--- src/rtl/shift_add_multiplier.sv ---
// Sequential unsigned shift-and-add multiplier. It uses a start/done handshake and runs one step per clock.
// Define SHIFT_ADD_SKIP_ZERO_EN to finish early once the remaining multiplier bits are all zero.
module shift_add_multiplier #(
   parameter int WIDTH = 4
) (
   input  logic                   clk,
   input  logic                   aclr_n,
   input  logic                   start,
   input  logic [WIDTH-1:0]       multiplicand,
   input  logic [WIDTH-1:0]       multiplier,
   output logic                   busy,
   output logic                   done,
   output logic [2*WIDTH-1:0]     product,
   output logic [$clog2(WIDTH):0] step_count
);

   localparam int SW = $clog2(WIDTH) + 1;
   localparam logic [SW-1:0] STEP_LAST = SW'(WIDTH);

   typedef enum logic [1:0] {
      ST_IDLE,
      ST_RUN,
      ST_DONE
   } state_t;

   state_t               state_reg, state_next;
   logic [2*WIDTH-1:0]   mcand_reg, mcand_next;
   logic [WIDTH-1:0]     mr_reg, mr_next;
   logic [2*WIDTH-1:0]   acc_reg, acc_next;
   logic [2*WIDTH-1:0]   product_reg, product_next;
   logic [SW-1:0]        step_reg, step_next;

   logic [2*WIDTH-1:0]   sum;
   logic [WIDTH-1:0]     mr_shift;
   logic [SW-1:0]        step_inc;
   logic                 last_step;

   always_ff @(posedge clk) begin
      if (!aclr_n) begin
         state_reg   <= ST_IDLE;
         mcand_reg   <= '0;
         mr_reg      <= '0;
         acc_reg     <= '0;
         product_reg <= '0;
         step_reg    <= '0;
      end else begin
         state_reg   <= state_next;
         mcand_reg   <= mcand_next;
         mr_reg      <= mr_next;
         acc_reg     <= acc_next;
         product_reg <= product_next;
         step_reg    <= step_next;
      end
   end

   // One step of the datapath, used only while running
   always_comb begin
      sum      = acc_reg + (mr_reg[0] ? mcand_reg : '0);
      mr_shift = mr_reg >> 1;
      step_inc = step_reg + 1'b1;
`ifdef SHIFT_ADD_SKIP_ZERO_EN
      last_step = (mr_shift == '0) || (step_inc == STEP_LAST);
`else
      last_step = (step_inc == STEP_LAST);
`endif
   end

   always_comb begin
      state_next   = state_reg;
      mcand_next   = mcand_reg;
      mr_next      = mr_reg;
      acc_next     = acc_reg;
      product_next = product_reg;
      step_next    = step_reg;
      case (state_reg)
         ST_IDLE, ST_DONE: begin
            if (start) begin
               mcand_next = {{WIDTH{1'b0}}, multiplicand};
               mr_next    = multiplier;
               acc_next   = '0;
               step_next  = '0;
               state_next = ST_RUN;
            end else begin
               state_next = ST_IDLE;
            end
         end
         ST_RUN: begin
            acc_next   = sum;
            mcand_next = mcand_reg << 1;
            mr_next    = mr_shift;
            step_next  = step_inc;
            if (last_step) begin
               product_next = sum;
               state_next   = ST_DONE;
            end
         end
         default: state_next = ST_IDLE;
      endcase
   end

   assign busy       = (state_reg == ST_RUN);
   assign done       = (state_reg == ST_DONE);
   assign product    = product_reg;
   assign step_count = step_reg;

endmodule

--- config.mk ---
export PLATFORM = sky130hd
export DESIGN_NAME = shift_add_multiplier
export DESIGN_NICKNAME = d
export VERILOG_FILES = /design/src/rtl/shift_add_multiplier.sv
export SDC_FILE = /design/constraint.sdc
export NUM_CORES = 1
export LEC_CHECK = 0
export ABC_AREA = 1
export BUFFER_PORTS_ARGS = -buffer_cell sky130_fd_sc_hd__buf_2
export CORE_ASPECT_RATIO = 1.2
export CORE_MARGIN = 4
export CORE_UTILIZATION = 60
export DETAILED_ROUTE_END_ITERATION = 6
export PLACE_DENSITY = 0.83
export SYNTH_ARGS = -nofsm -noshare
export SYNTH_HDL_FRONTEND = slang
export SYNTH_SLANG_ARGS = --single-unit
--- constraint.sdc ---
create_clock -name clk -period 3.3 [get_ports clk]
set_input_delay 0.33 -clock clk [delete_from_list [all_inputs] [get_ports clk]]
set_output_delay 0.33 -clock clk [all_outputs]
set_load 0.01 [all_outputs]
After elaboration in Yosys (flattened, before gate mapping) --
Cells that the tools add are included. W data, S select, Z words.
Word-level totals: output and inout port bits 13, register bits after elaboration 33, bits of input ports 11, logic and storage cells 30
Operators by class: $add $sub $neg 2, reductions and logical operators 5, eq/ne operators 5, muxes and demuxes 12
Operators with widths (count):
- $pmux W8 S2 | 2
- $mux W8 | 3
- $add A8 B8 Y8 | 1
- $pmux W4 S2 | 1
- $pmux W3 S2 | 1
- $mux W4 | 1
- $pmux W2 S2 | 1
- $reduce_and A2 Y1 | 2
- $add A3 B1 Y3 const B | 1
- $eq A3 B3 Y1 const B | 1
- $mux W3 | 1
- $eq A2 B1 Y1 const B | 1
- $eq A2 B2 Y1 const B | 1
- $logic_not A2 Y1 | 1
- $mux W2 | 1
- $ne A2 B1 Y1 const B | 1
- $ne A2 B2 Y1 const B | 1
- $reduce_bool A2 Y1 | 1
- $reduce_or A2 Y1 | 1
- $mux W1 | 1

Logic depth before layout (Yosys ltp) --
word-level depth 4, mapped depth 16, gate-level depth less buffers 15

Worst setup path after synthesis --
OpenSTA, ideal clock, no wires.
path kind flip-flop to flip-flop, from register mr_reg[0], to register product_reg[6] (netlist: product[6]), stages on the path, launching flop included 17, path buffers 1, setup time 0.109 ns, period minus slack after synthesis 1.730 ns, required time 3.191 ns, slack 1.570 ns, arrival time 1.621 ns, cells stage by stage dfxtp_1 -> buf_2 -> nand2_1 -> inv_1 -> ha_1 -> inv_1 -> fa_1 -> inv_1 -> nand2_1 -> nand2_1 -> nand3b_1 -> nand2_1 -> nand2_1 -> nand2_1 -> nand2_1 -> nand2_1 -> inv_1
Between the ends: longest elaborated chain between the ends 2
RTL lines:
- start, declared | line 28 | logic [WIDTH-1:0] mr_reg, mr_next;
- start signal, assigned | line 49 | mr_reg <= mr_next;
- $mux W8 | line 58 | sum = acc_reg + (mr_reg[0] ? mcand_reg : '0);
- $add A8 B8 Y8 | line 58
- end signal, assigned | line 51 | product_reg <= product_next;
- end, declared | line 30 | logic [2*WIDTH-1:0] product_reg, product_next;
No other way between the ends. A chain may end at the register's enable or synchronous reset.

Final worst setup path --
from register state_reg[0], to output busy
Between the ends: longest elaborated chain between the ends 1
RTL lines:
- start, declared | line 26 | state_t state_reg, state_next;
- start signal, assigned | line 47 | state_reg <= state_next;
- $eq A2 B1 Y1 | line 101 | assign busy = (state_reg == ST_RUN);
- end, declared | line 11 | output logic busy,
No other way between the ends.

==> implementation parameters <==
Parameter                              Value

Status
  Outcome ... completed

Cells and area
  Layout cell share with drive strength beyond 1 ... 0.1417
  Fraction of the core area covered by cells at the end of the flow ... 0.7038
  Final net count ... 275
  Antenna Diode Count ... 0
  Area added between synthesis and finish ... 9.663%

Logic synthesis
  Ys Warns ... 0
  Count leader, synth ... sky130_fd_sc_hd__nand2_1
  Ys async rst share ... 0
  Number of nets produced by synthesis ... 253
  Number of distinct standard cells referenced by the synthesized netlist ... 28
  Gate Count Post-Synth ... 232
  Per-instance average area after synthesis ... 7.200 µm²
  Top cell types by occurrence after synthesis ... sky130_fd_sc_hd__nand2_1 (69), sky130_fd_sc_hd__dfxtp_1 (33), sky130_fd_sc_hd__inv_1 (27), sky130_fd_sc_hd__a21oi_1 (22), sky130_fd_sc_hd__nor2_1 (19)
  Post-synthesis sequential area ratio ... 0.3955
  Number of enable flip-flop cells after synthesis ... 0
  Combined area of all synthesized cells ... 1670 µm²
  Number of register bits inferred by synthesis ... 33
  Leading cell types by total area after synthesis ... sky130_fd_sc_hd__dfxtp_1 (40%), sky130_fd_sc_hd__nand2_1 (16%), sky130_fd_sc_hd__ha_1 (6.7%)
  Yosys top cell area share ... 0.3955
  Largest area contributor in the synthesized netlist ... sky130_fd_sc_hd__dfxtp_1
  Dominant register cell in the synthesized netlist ... sky130_fd_sc_hd__dfxtp_1

Routing
  Total number of vias ... 1493
  Vias/cell ... 5.202
  Per-cell routed wire length ... 11.59 µm
  Starting DRC count in detailed routing ... 21
  Final WL ... 3327 µm
  Residual DRC count ... 0
  Number of detailed-route iterations in the first pass ... 4
  Final antenna-violating net count ... 0

Place
  Placed wire-length estimate ... 2350 µm
  Number of buffers added on ports ... 23
  GPL Wtd Cong ... 0.7816

Timing
  Final Cycle Share ... 0.6100
  Setup Viol. Count Final ... 0
  Worst-Margin Slew ... 0.7201 ns
  Setup TNS ... 0 ns
  Peak Freq ... 496.8 MHz
  RSZ-0062 raised after global routing ... no
  Final critical delay including setup and external delays ... 2.013 ns
  Number of hold-slack violations in the final timing report ... 0
  Max Slew Vio Count ... 0
  Worst relative slew slack ... 0.5169
  Clock skew ... 0.01169 ns

Clock tree
  Setup fix buffers added after clock tree synthesis ... 0
  TritonCTS buffer count ... 5
  Worst-path clk slew ... 0.09 ns
  Hold-fix buffers at CTS ... 0
  Root buffer cell ... sky130_fd_sc_hd__clkbuf_4
  Clock tree from TritonCTS ... built
  Sinks on the clock net ... 33
  Insertion delay of the later-clocked pin in the worst-skew pair ... 0.34 ns
  Bufs on Longest Clock Path ... 2
  Clock H-tree levels ... 2
  Post-cts resize count ... 0

Power
  Cell Pwr Density ... 398.3 nW/µm²
  Largest vdd supply drop ... 395.0 µV
  Static leakage power ... 0.0009326 µW

Floorplan
  I/O pins ... 24
  Die width ... 56.17 µm
  Die Y ... 65.80 µm
  Effective utilization at floorplan ... 0.6418
  Site Rows ... 20
  Die outline area ... 3696 µm²
  Std-Cell Core Area ... 2603 µm²

Global routing
  Total GRT Usage ... 0.2036
  Antenna violations before repair ... 0
  Total congestion overflow after global routing ... 0
  Wire length of the first global-routing pass ... 5851 µm
  Via count of the first global-routing pass ... 1361
  Largest net degree at the start of global routing ... 26

Worst setup path
  Largest fanout of any net on the critical path ... 22
  WS Path Type ... reg -> out
  Setup crit start kind ... flip-flop
  Crit path DAT ... 1.68 ns
  Data required time of the critical path ... 2.97 ns
  Endpoint type of the worst setup path ... output pin

Flow run
  Number of max-cap violations ... 0

Min path
  Path category of the worst min-delay check ... in -> reg
layer usage:
metal | GRT usage | up-vias | share of wire
met2 | 0.3640 | 24 | 0.50
met5 | 0 | - | 0
met4 | 0.09792 | 0 | 0.017
met3 | 0.05469 | 4 | 0.043
met1 | 0.2217 | 682 | 0.44
li1 | - | 783 | -
path summary, 6_finish.rpt:
kind	from	endpoint	slack, ns	cells after the start
worst max-delay path	state_reg[0]	busy	1.29	3
worst min-delay path	multiplicand[3]	mcand_reg[3]	0.23	3
worst max register to register	mr_reg[0]	acc_reg[4]	1.34	12
worst min register to register	product[2]	product[2]	0.46	2
layout by cell type (no fill, tap or decap), drive strengths merged, types with 2 or more instances in the layout:
master  netlist  layout
o21ai         2       2
clkbuf        2       7
nand3        12      12
a21oi        23      23
or2           3       3
nand2        72      72
nor3          6       6
dfxtp        33      33
nand3b        2       2
buf           6      23
xor2          2       2
inv          28      28
ha            9       9
nor2         20      20
o221ai        6       6
stage by stage:
stage | hold slack [ns] | cells | power (µW) | instance area (µm²) | worst slack [ns]
5_1_grt | 0.2255 | 287 | 763.9 | 1832 | 1.130
3_5_place_dp | 0.4546 | 280 | 506.1 | 1777 | 1.375
3_3_place_gp | 0.4451 | 280 | 504.7 | 1777 | 1.438
6_report | 0.2269 | 287 | 729.5 | 1832 | 1.287
4_1_cts | 0.2113 | 287 | 736.6 | 1832 | 1.278
2_1_floorplan | 0.4390 | 232 | 487.1 | 1670 | 1.570
final cells by class:
cell class                      count  area (µm²)
Inverter                           29       108.9
Clock buffer                        7       55.05
Fill cell                         236       770.7
Tap cell                           33       41.29
Timing Repair Buffer               23       115.1
Sequential cell                    33       660.6
Multi-Input combinational cell    162       850.8
critical path: stages (launching register included):
cell and delay (ns):
sky130_fd_sc_hd__dfxtp_1 0.37, sky130_fd_sc_hd__nand2_2 0.17, sky130_fd_sc_hd__inv_1 0.57, sky130_fd_sc_hd__buf_2 0.25
report_power, final:
part	internal (µW)	switching (µW)
Clock	100	132
Combinational	24.0	49.2
Sequential	412	12.1
logic make-up (layout without fill, tap and decap cells):
family	after synthesis	count (layout)	synth area share
AO/OA/AOI/OAI	33	33	0.1176
XOR/XNOR	3	3	0.01573
adder cells (fa/ha/maj)	10	10	0.07940
buffers and inverters	37	59	0.09513
flip-flops	33	33	0.3955
AND/OR/NAND/NOR	116	116	0.2966
(Power assumes the default switching activity.)
